`src/rtl/sqrt_pkg.sv`:
```
// Shared definitions for the iterative integer square-root engine:
// FSM state encoding and width helpers used by the engine and its interface.
package sqrt_pkg;

    typedef enum logic [1:0] {
        S_IDLE = 2'd0,
        S_RUN  = 2'd1,
        S_DONE = 2'd2
    } sqrt_state_e;

    // $clog2 that never returns 0, so 1-entry selectors still get a bit
    function automatic int clog2_min1(input int v);
        return ($clog2(v) < 1) ? 1 : $clog2(v);
    endfunction

    // Padded radicand width: odd widths gain one zero MSB so digits pair up
    function automatic int wp_of(input int w);
        return w + (w % 2);
    endfunction

endpackage

```
`src/rtl/sqrt_iter_engine_if.sv`:
```
// Start/done handshake and result bus between input capture and the
// display decoders. Root/remainder widths follow the radicand width W.
interface sqrt_iter_engine_if #(
    parameter int W = 8
);
    import sqrt_pkg::*;

    localparam int N = wp_of(W) / 2;

    logic         start;
    logic [W-1:0] din;
    logic         ready;
    logic         busy;
    logic         done;
    logic [N-1:0] root;
    logic [N:0]   rem;
    logic         perfect;

    modport master (
        output start, din,
        input  ready, busy, done, root, rem, perfect
    );

    modport slave (
        input  start, din,
        output ready, busy, done, root, rem, perfect
    );

endinterface

```
`src/rtl/sqrt_step.sv`:
```
// One restoring digit-by-digit square-root iteration: bring down the next
// two radicand bits, trial-subtract (4r+1), and append the resulting root bit.
module sqrt_step #(
    parameter int N = 4
) (
    input  logic [N+1:0] p,
    input  logic [N-1:0] r,
    input  logic [1:0]   x2,
    output logic [N+1:0] p_next,
    output logic [N-1:0] r_next
);

    logic [N+3:0] pp;
    logic [N+1:0] t;
    logic [N+1:0] diff;
    logic         ge;

    // Trial subtraction; the compare uses the full shifted value so no bit
    // of the partial remainder is silently discarded.
    always_comb begin
        pp     = {p, x2};
        t      = {r, 2'b01};
        ge     = (pp >= {2'b00, t});
        diff   = pp[N+1:0] - t;
        p_next = ge ? diff : pp[N+1:0];
        r_next = N'({r, ge});
    end

endmodule

```
`src/rtl/sqrt_iter_engine.sv`:
```
// Sequential integer square root, one root bit per clock (restoring method).
// Optional per-step partial-root trace: define SQRT_ENGINE_TRACE_EN.
module sqrt_iter_engine
    import sqrt_pkg::*;
#(
    parameter int W = 8
) (
    input  logic                              clk,
    input  logic                              rst_n,
    sqrt_iter_engine_if.slave                 bus
`ifdef SQRT_ENGINE_TRACE_EN
    ,
    input  logic [clog2_min1(wp_of(W)/2)-1:0] trace_sel,
    output logic [wp_of(W)/2-1:0]             trace_root
`endif
);

    localparam int WP = wp_of(W);
    localparam int N  = WP / 2;
    localparam int CW = clog2_min1(N);

    sqrt_state_e  state_q, state_d;
    logic [WP-1:0] x_q;
    logic [N-1:0]  r_q;
    logic [N+1:0]  p_q;
    logic [CW-1:0] cnt_q;
    logic [N-1:0]  root_q;
    logic [N:0]    rem_q;
    logic          perfect_q;
    logic          done_q;
    logic          last_step;

    logic [N+1:0]  p_next;
    logic [N-1:0]  r_next;

    sqrt_step #(.N(N)) u_step (
        .p      (p_q),
        .r      (r_q),
        .x2     (x_q[WP-1 -: 2]),
        .p_next (p_next),
        .r_next (r_next)
    );

    assign last_step = (cnt_q == CW'(N-1));

    // Next-state logic: idle until start, N steps, one result cycle
    always_comb begin
        state_d = state_q;
        case (state_q)
            S_IDLE:  if (bus.start) state_d = S_RUN;
            S_RUN:   if (last_step) state_d = S_DONE;
            S_DONE:  state_d = S_IDLE;
            default: state_d = S_IDLE;
        endcase
    end

    // State register
    always_ff @(posedge clk or negedge rst_n) begin
        if (!rst_n) state_q <= S_IDLE;
        else        state_q <= state_d;
    end

    // Datapath: capture on accept, iterate in RUN, publish results in DONE
    always_ff @(posedge clk or negedge rst_n) begin
        if (!rst_n) begin
            x_q       <= '0;
            r_q       <= '0;
            p_q       <= '0;
            cnt_q     <= '0;
            root_q    <= '0;
            rem_q     <= '0;
            perfect_q <= 1'b1;
            done_q    <= 1'b0;
        end else begin
            done_q <= 1'b0;
            case (state_q)
                S_IDLE: if (bus.start) begin
                    x_q   <= WP'(bus.din);
                    r_q   <= '0;
                    p_q   <= '0;
                    cnt_q <= '0;
                end
                S_RUN: begin
                    x_q   <= x_q << 2;
                    r_q   <= r_next;
                    p_q   <= p_next;
                    cnt_q <= cnt_q + 1'b1;
                end
                S_DONE: begin
                    root_q    <= r_q;
                    rem_q     <= p_q[N:0];
                    perfect_q <= (p_q == '0);
                    done_q    <= 1'b1;
                end
                default: ;
            endcase
        end
    end

`ifdef SQRT_ENGINE_TRACE_EN
    logic [N-1:0][N-1:0] trace_q;

    // Partial root after each step, cleared whenever a new operation starts
    always_ff @(posedge clk or negedge rst_n) begin
        if (!rst_n) begin
            trace_q <= '0;
        end else if (state_q == S_IDLE && bus.start) begin
            trace_q <= '0;
        end else if (state_q == S_RUN) begin
            trace_q[cnt_q] <= r_next;
        end
    end

    // Combinational read; selectors past the last step read zero
    always_comb begin
        trace_root = '0;
        if (int'(trace_sel) < N) trace_root = trace_q[trace_sel];
    end
`endif

    assign bus.ready   = (state_q == S_IDLE);
    assign bus.busy    = (state_q == S_RUN);
    assign bus.done    = done_q;
    assign bus.root    = root_q;
    assign bus.rem     = rem_q;
    assign bus.perfect = perfect_q;

endmodule

```
`src/flat_wrapper.sv`:
```
// flat-port wrapper written by rule: the top's interface ports become plain ports
module sqrt_iter_engine_flat import sqrt_pkg::*;
#(
    parameter int W = 8
)
  (clk, rst_n, bus_start, bus_din, bus_ready, bus_busy, bus_done, bus_root, bus_rem, bus_perfect);
  sqrt_iter_engine_if #(.W(W)) bus_i ();
  input  logic clk;
  input  logic rst_n;
  input wire logic [$bits(bus_i.start)-1:0] bus_start;
  input wire logic [$bits(bus_i.din)-1:0] bus_din;
  output wire logic [$bits(bus_i.ready)-1:0] bus_ready;
  output wire logic [$bits(bus_i.busy)-1:0] bus_busy;
  output wire logic [$bits(bus_i.done)-1:0] bus_done;
  output wire logic [$bits(bus_i.root)-1:0] bus_root;
  output wire logic [$bits(bus_i.rem)-1:0] bus_rem;
  output wire logic [$bits(bus_i.perfect)-1:0] bus_perfect;
  assign bus_i.start = bus_start;
  assign bus_i.din = bus_din;
  assign bus_ready = bus_i.ready;
  assign bus_busy = bus_i.busy;
  assign bus_done = bus_i.done;
  assign bus_root = bus_i.root;
  assign bus_rem = bus_i.rem;
  assign bus_perfect = bus_i.perfect;
  sqrt_iter_engine #(.W(W)) u_core (.clk(clk), .rst_n(rst_n), .bus(bus_i));
endmodule
```
`config.mk`:
```
export PLATFORM = sky130hd
export DESIGN_NAME = sqrt_iter_engine_flat
export DESIGN_NICKNAME = d
export VERILOG_FILES = /design/src/rtl/sqrt_pkg.sv /design/src/rtl/sqrt_iter_engine_if.sv /design/src/rtl/sqrt_step.sv /design/src/rtl/sqrt_iter_engine.sv /design/src/flat_wrapper.sv
export SDC_FILE = /design/constraint.sdc
export NUM_CORES = 1
export LEC_CHECK = 0
export BUFFER_PORTS_ARGS = -buffer_cell sky130_fd_sc_hd__buf_2
export CORE_MARGIN = 8
export CORE_UTILIZATION = 49
export CTS_BUF_LIST = sky130_fd_sc_hd__clkbuf_4 sky130_fd_sc_hd__clkbuf_8
export CTS_CLUSTER_DIAMETER = 100
export DETAILED_ROUTE_END_ITERATION = 12
export PLACE_DENSITY = 0.7
export SYNTH_ARGS = -nofsm -noshare
export SYNTH_HDL_FRONTEND = slang
export SYNTH_SLANG_ARGS = --single-unit
```
`constraint.sdc`:
```
create_clock -name clk -period 1.74 [get_ports clk]
set_input_delay 0.087 -clock clk [delete_from_list [all_inputs] [get_ports clk]]
set_output_delay 0.087 -clock clk [all_outputs]
set_load 0.05 [all_outputs]
```
After elaboration in Yosys (flattened, before gate mapping)
Cells that the tools add are included.

storage, ports and cells
  register bits = 33

operators by class
  equality and inequality tests = 5
  magnitude comparators = 1
  reduce and logical (&&, ||, !) cells = 5
  $add $sub $neg = 2
  mux-type cells = 13

operator list
  kind                                                    number
  one-hot mux 8 bit (2 select lines)                      1
  two-way mux 6 bit                                       2
  one-hot mux 6 bit (2 select lines)                      1
  >= comparator 8 x 6 -> 1 bit                            1
  two-way mux 8 bit                                       1
  one-hot mux 2 bit (2 select lines)                      2
  one-hot mux 4 bit (2 select lines)                      1
  zero test 6 bit                                         1
  two-way mux 2 bit                                       3
  subtractor 6 bit                                        1
  == test 2 bit (second input constant)                   2
  two-way mux 4 bit                                       1
  AND reduction 2 bit                                     2
  adder 2 x 1 -> 2 bit (second input constant)            1
  == test 2 x 1 -> 1 bit (second input constant)          1
  zero test 2 bit                                         1
  inequality test 2 x 1 -> 1 bit (second input constant)  1
  inequality test 2 bit (second input constant)           1
  nonzero test 2 bit                                      1
  two-way mux 1 bit                                       1

Logic depth before layout (Yosys ltp)
Gate-level depths: netlist (run 1).

  depth in word-level cells = 3
  gate-level depth with buffers = 7
  depth with buffers taken out = 7

Hierarchy
Synthesis (run 1) repeated with hierarchy kept, for this count alone.

second synthesis, totals
  cell total of the unflattened synthesis = 137
  area total of the unflattened synthesis = 1712.9 µm²

modules (own cells, without submodules)
  module            seq. area each (µm²)  times used  cells each  area each (µm²)
  sqrt_iter_engine  827.0                 1           94          1351.3
  sqrt_step         0.0                   1           43          361.6

Worst setup path after synthesis (run 1)
No wires, ideal clock.

  path type = flip-flop to flip-flop
  start point = register u_core.p_q[1]
  end point = register u_core.p_q[1]
  period minus slack after synthesis = 1718 ps
  buffers on the path = 0
  setup time = 121 ps
  arrival = 1597 ps
  cell stages (with the launch flop) = 7
  setup slack = 22 ps
  path through = dfrtp_1 > ha_1 > a21o_1 > a31oi_1 > o21ai_4 > mux2i_1 > a22o_1

between the ends
  word-level cells in the longest chain between the ends = 3

ends and longest elaborated chain
  what                                RTL line                text
  start: declaration                  sqrt_iter_engine.sv:25  logic [N+1:0] p_q;
  start signal: assignment            sqrt_iter_engine.sv:86  p_q <= p_next;
  >= comparator 8 x 6 -> 1 bit        sqrt_step.sv:23         ge = (pp >= {2'b00, t});
  two-way mux 6 bit                   sqrt_step.sv:25         p_next = ge ? diff : pp[N+1:0];
  one-hot mux 6 bit (2 select lines)  sqrt_iter_engine.sv:76  case (state_q)

No other way between the ends.
A chain may end at the register's enable or synchronous reset.

Worst setup path in the final report (run 1)
  start point = register u_core.r_q[3]
  end point = register u_core.p_q[1]

between the ends
  word-level cells in the longest chain between the ends = 3

ends and longest elaborated chain
  what                                RTL line                text
  start: declaration                  sqrt_iter_engine.sv:24  logic [N-1:0] r_q;
  start signal: assignment            sqrt_iter_engine.sv:85  r_q <= r_next;
  >= comparator 8 x 6 -> 1 bit        sqrt_step.sv:23
  two-way mux 6 bit                   sqrt_step.sv:25
  one-hot mux 6 bit (2 select lines)  sqrt_iter_engine.sv:76

No other way between the ends.

==> results.cfg, run 1 <==
[clocking]
cts_root_buf = clkbuf_4
clk_pin_slew_ns = 0.11
cts_num_sinks = 33
cts_buffer_depth = 2
cts_tree = built
htreeDepth = 2
cts_inserted_buffers = 5
clock_latency_ns = 0.35

[logic_synthesis]
synth_ff_type = dfrtp_1
synthArstFlopShare = 1.00
seq_area_frac_synth = 0.528
synth_top_family_by_area = compound AO/OA/AOI/OAI gates
synth-compound-area-share = 0.179
synth-edff-count = 0
yosys.area_share.simple = 0.103
synthAdderAreaFrac = 0.0559
avgSynthCellArea_um2 = 10.7
synth_cells = 146
synthXorXnorAreaFrac = 0.0279
synthesis.nets = 164
synthMuxAreaShare = 0.0678
synth.distinct_cells = 30
ys_ff_latch = 33
synth_area_um2 = 1570
ys_warn_count = 0

[sta]
fmax_mhz = 585
setup_violations = 0
hold_violations = 0
clock_skew_ns = 0.0123
rsz0062_at_grt = true
min_period_over_period = 0.982
final_max_slew_viol_count = 0
worst_slew_pin_slew_ns = 0.710
slew_headroom = 0.527
final.min_clock_period_ns = 1.71

[place]
hpwlAfterDp_um = 2380
place_inst = 218
gp_congestion = 0.817
port_buffers = 23

[grt]
grt_usage = 0.141
grt_max_degree = 34
grt_pass1_vias = 1233
antenna_found_initial = 0
grt_pass1_wl_um = 5680
overflow = 0

[route]
via_per_inst = 5.08
drc = 0
antenna_left = 0
drt_wl_total_um = 3320
wl_per_cell_um = 14.4
num_vias = 1168
drtIter0Drc = 36
first_pass_iters = 4

[floorplan]
rows = 20
design.die.area_um2 = 5270
die_y_um = 72.6
start_util = 0.514
die_w_um = 72.6
core-area_um2 = 3050
io_pins = 24

[setup_path]
reg2reg_depth = 6
critPathTopFamily = compound AO/OA/AOI/OAI gates
cp_cell_sequence = inv_2 -> ha_4 -> a2111oi_4 -> o21ai_4 -> mux2i_1 -> a22o_1
startpoint_type = flip-flop
worstPathArrival_ns = 1.94
required_ns = 1.97
crit_buf_inv = 1
crit_fanout = 7
rr_endpoint = u_core.p_q[1]
endpoint_kind = flip-flop
slowest_delay_ns = 0.41
rr_startpoint = u_core.r_q[3]
worstSetupPathType = flip-flop to flip-flop
crit_path_top_delay_cell = dfrtp_1
r2r_slack_ns = 0.03

[worst_hold_path]
min-delay-start = bus_din[3]
worstHoldPathType = input pin to flip-flop
min_delay_path_depth = 3
holdPathEnd = u_core.x_q[3]

[layout]
finalNonFillerCells = 230
diodes = 0
final_util = 0.643
nets = 203
syn2layout_area_growth_pct = 25.3
final_layout_size_suffix_gt1_frac = 0.328

[run_status]
run_status = completed

[flow_run]
maxCapViolations = 0
## placed cells by master, fill, tap and decap left out, types with 2 or more instances in the layout
cell type / instances
nand2b_1: 5
a21oi_1: 2
ha_1: 3
xnor2_1: 2
nor2b_1: 2
mux2i_1: 5
o21ai_0: 17
xor2_1: 3
mux2_2: 5
nor2_1: 4
ha_4: 3
dlygate4sd3_1: 3
nand2_1: 21
dfrtp_1: 32
a22o_1: 5
o21ai_1: 3
inv_2: 2
buf_2: 23
a22oi_1: 6
clkbuf_4: 5
buf_4: 13
inv_1: 6
## worst max-delay path by stage
stage                        startpoint            end  slack (ns)  depth (start not counted)
after CTS                 u_core.r_q[2]  u_core.p_q[1]      -0.002                          6
after global placement    u_core.r_q[1]  u_core.p_q[1]        0.02                          7
after detailed placement  u_core.r_q[1]  u_core.p_q[1]       -0.02                          7
after floorplan           u_core.p_q[1]  u_core.p_q[1]        0.02                          6
after global routing      u_core.x_q[6]  u_core.p_q[1]       -0.06                          7
final                     u_core.r_q[3]  u_core.p_q[1]        0.03                          6
## sequential cells by signal, indices dropped and copies added (netlist names)
register / count
u_core.bus.root: 4
u_core.x_q: 8
u_core.bus.perfect: 1
u_core.p_q: 6
u_core.bus.rem: 5
u_core.r_q: 4
u_core.bus.done: 1
u_core.cnt_q: 2
u_core.state_q: 2
## cell families (layout without fill, tap and decap cells)
| logic type | Yosys count | after routing |
|---|---|---|
| muxes | 10 | 10 |
| xor gates and xnor gates | 5 | 5 |
| adders and majority gates | 7 | 7 |
| DFF | 33 | 33 |
| AOI/OAI and AO/OA | 40 | 40 |
| and+or+nand+nor | 36 | 36 |
| buffers and inverters | 15 | 55 |
## cell usage after synthesis (all sizes together) (2+ instances only)
library cell	instances	area [µm²]
mux2	5	56.3
o21ai	21	116
dfrtp	32	801
nand2b	5	31.3
a22o	5	43.8
ha	7	87.6
nor2b	2	12.5
nand2	21	78.8
nor2	4	15.0
nor3	2	10.0
xnor2	2	17.5
a21oi	2	10.0
a22oi	6	45.0
buf	2	10.0
clkbuf	5	21.3
xor2	3	26.3
mux2i	5	50.1
inv	8	30.0
## stage by stage
| step | hold slack (ns) | setup WS [ns] | TNS [ns] | instance area, µm² |
|---|---|---|---|---|
| 6_report | 0.0382 | 0.0309 | 0 | 1960 |
| 5_1_grt | 0.0264 | -0.0578 | -0.155 | 1960 |
| 4_1_cts | 0.0238 | -0.00157 | -0.00157 | 1900 |
| 3_5_place_dp | 0.184 | -0.0248 | -0.0248 | 1800 |
| 3_3_place_gp | 0.174 | 0.0242 | 0 | 1800 |
| 2_1_floorplan | -0.209 | 0.0224 | 0 | 1570 |
## what timing repair did
| action | in CTS | in global routing |
|---|---|---|
| endpoints found under the hold margin | 34 | 0 |
| pin swaps | 0 | 3 |
| setup buffers | 0 | 1 |
| hold buffers | 3 | 0 |
| resized for setup | 2 | 10 |
| endpoints found under the setup margin | 1 | 7 |
## per-layer routing
metal  global-route usage  up-vias  share of wire
met3               0.0592        5          0.032
met5                    0        -              0
met1                0.163      560           0.46
li1                     -      586              -
met4               0.0600        0          0.018
met2                0.225       17           0.49
## cell type report
| type | count | area [µm²] |
|---|---|---|
| timing repair buffer | 39 | 243 |
| sequential | 33 | 827 |
| multi-input combinational | 98 | 744 |
| tap | 44 | 55.1 |
| fill | 271 | 1090 |
| clock inverter | 2 | 13.8 |
| clock buffer | 6 | 51.3 |
| inverter | 8 | 30.0 |
## worst min-delay path: stages
cell and delay (ns):
buf_2 0.07, a22oi_1 0.05, o21ai_0 0.13
Power of run 1 is not shown: default switching activity piles up to over one toggle a cycle in this logic, so the estimate is an artifact.
==> run 2, diff against run 1 <==
--- a/config.mk
+++ b/config.mk
@@ -14,4 +14,5 @@
 export PLACE_DENSITY = 0.7
 export SYNTH_ARGS = -nofsm -noshare
 export SYNTH_HDL_FRONTEND = slang
+export SYNTH_HIERARCHICAL = 1
 export SYNTH_SLANG_ARGS = --single-unit
==> constraint.sdc (replaced) <==
create_clock -name clk -period 1.5 [get_ports clk]
set_input_delay 0.075 -clock clk [delete_from_list [all_inputs] [get_ports clk]]
set_output_delay 0.075 -clock clk [all_outputs]
set_load 0.05 [all_outputs]
==> run 2 against run 1 <==
The run now ends with setup timing left. Non-clock buffer count grew 16. Global-route usage grew 0.53 points. First-iteration DRC count grew 110%. Area after synthesis grew 9.3%. Utilization grew 4.8 points. Cell area grew 17%. Die area grew 7.2%.
==> results.cfg, run 2 <==
[sta]
whs_ns = 0.0853
rsz0062_at_grt = true
slew_headroom = 0.517
fmax_mhz = 512
min_period_over_period = 1.30
worst_slew_pin_slew_ns = 0.725
setup_violations = 7
hold_violations = 0
final.min_clock_period_ns = 1.95
finalWorstSetupSlack_ns = -0.454
clock_skew_ns = 0.00733
final_max_slew_viol_count = 0

[setup_path]
crit_buf_inv = 0
cp_cell_sequence = ha_4 -> or3_4 -> o221a_4 -> xor2_2 -> mux2_4 -> a22o_1
crit_path_top_delay_cell = dfrtp_1
reg2reg_depth = 6
worstPathArrival_ns = 2.18
required_ns = 1.73
endpoint_kind = flip-flop
crit_fanout = 2
worstSetupPathType = flip-flop to flip-flop
rr_startpoint = u_core/p_q[0]
rr_endpoint = u_core/p_q[5]
startpoint_type = flip-flop
crit_start = u_core/p_q[0]
r2r_slack_ns = -0.45
slowest_delay_ns = 0.44
critPathTopFamily = flip-flops

[layout]
final_common_cell = dfrtp_1
final_layout_size_suffix_gt1_frac = 0.561
diodes = 0
top_register = u_core/x_q
final_cell_mix = 30 x dfrtp_1, 29 x buf_4, 22 x buf_2
largest_register_ff_count = 8
syn2layout_area_growth_pct = 34.6
nets = 206
fillCellCount = 257

[floorplan]
die_y_um = 75.1
rows = 21
design.die.area_um2 = 5640
core-area_um2 = 3340
die_w_um = 75.1
io_pins = 24
start_util = 0.513

[logic_synthesis]
avgSynthCellArea_um2 = 12.5
synthArstFlopShare = 1.00
synth-edff-count = 0
synthTopCellsByArea = dfrtp_1 47%, a22o_1 6.1%, mux2_2 5.9%, ha_1 5.1%, o221a_2 4.6%
ys_ff_latch = 33
ys_warn_count = 6
synth_most_common_cell = dfrtp_1
seq_area_frac_synth = 0.483
synth.distinct_cells = 37
synth_ff_type = dfrtp_1
synth_cells = 137
synthesis.nets = 155
yosysTopAreaCellShare = 0.467
yosysTopAreaCell = dfrtp_1
synth_area_um2 = 1710
synthTopCellsByCount = 32 x dfrtp_1, 12 x a22o_1, 9 x mux2_2, 8 x inv_1

[clocking]
clk_pin_slew_ns = 0.10
cts_root_buf = clkbuf_4
clock_latency_ns = 0.34
cts_tree = built
cts_num_sinks = 33
cts_inserted_buffers = 5
htreeDepth = 2
cts_buffer_depth = 2

[worst_hold_path]
worstHoldPathType = input pin to flip-flop
min-delay-start = bus_din[3]
holdPathEnd = u_core/x_q[3]
min_delay_path_depth = 3

[route]
num_vias = 1283
via_per_inst = 5.46
antenna_left = 0
drc = 0
drtIter0Drc = 75
wl_per_cell_um = 16.5
drt_wl_total_um = 3890
first_pass_iters = 6

[grt]
antenna_found_initial = 0
grt_pass1_wl_um = 6070
grt_pass1_vias = 1327
grt_usage = 0.147
grt_max_degree = 34
overflow = 0

[run_status]
run_status = complete, but fails checks
violations = setup timing

[place]
hpwlAfterDp_um = 2750
dpl_worst_slack_ns = -0.435
gp_congestion = 0.790
port_buffers = 23

[flow_run]
maxCapViolations = 0
run 2: cell types whose count changed in the layout (fill, tap and decap cells not counted), moves of 4 or more:
cell	previous run	this run
mux2_2	5	9
o21ai_0	17	1
nand2_1	21	1
buf_4	13	29
o221a_2	0	6
a22o_1	5	12
or4b_1	0	6
a22oi_1	6	0
run 2: cell families after synthesis:
logic type | Yosys count | synth area share
simple gates | 26 | 0.110
mux | 14 | 0.0972
compound gates | 32 | 0.178
buf+inv | 21 | 0.0599
fa+ha+maj | 7 | 0.0511
xor+xnor | 4 | 0.0205
flops | 33 | 0.483
run 2: worst max path at each step:
stage                     slack [ns]  cells after the start       endpoint
after floorplan                -0.36                      6  u_core/p_q[5]
after global routing           -0.50                      8  u_core/p_q[4]
after CTS                      -0.45                      6  u_core/p_q[5]
after detailed placement       -0.44                      6  u_core/p_q[5]
after global placement         -0.40                      7  u_core/p_q[5]
final                          -0.45                      6  u_core/p_q[5]
run 2: layout make-up:
| class | instances | area (µm²) | share of cell area |
|---|---|---|---|
| clock inverters | 1 | 30.0 | 0.0130 |
| well taps | 46 | 57.6 | 0.0250 |
| repair buffers | 55 | 380 | 0.165 |
| clock buffers | 7 | 58.8 | 0.0255 |
| inverters | 10 | 42.5 | 0.0184 |
| flip-flops and latches | 33 | 830 | 0.360 |
| multi-input cells | 83 | 907 | 0.393 |
run 2: tightest hold or removal path, stage by stage:
cell	delay [ns]
buf_2	0.07
or4b_1	0.09
o221a_2	0.16
run 2: layer usage:
metal | global-route usage | vias up | routed length (µm)
met4 | 0.0587 | 0 | 53
li1 | - | 612 | -
met1 | 0.145 | 625 | 1580
met5 | 0 | - | 0
met2 | 0.274 | 39 | 2000
met3 | 0.0466 | 7 | 246
run 2: metrics by stage:
stage / TNS, ns / instance area [µm²] / std cells / utilization
CTS: -2.68 / 2220 / 231 / 0.666
global placement: -2.06 / 2050 / 217 / 0.615
finish: -2.78 / 2310 / 235 / 0.691
floorplan: -1.60 / 1770 / 137 / -
global route: -3.15 / 2310 / 235 / 0.691
detailed placement: -2.35 / 2050 / 217 / 0.615
run 2: what timing repair did:
action / CTS / global route
hold buffers: 1 / 0
setup endpoints to repair: 9 / 8
gates resized for setup: 11 / 12
setup buffers: 6 / 5
pin swaps: 4 / 5
hold endpoints to repair: 32 / 0
gates cloned: 0 / 0
Power of run 2 is left out for the same reason.
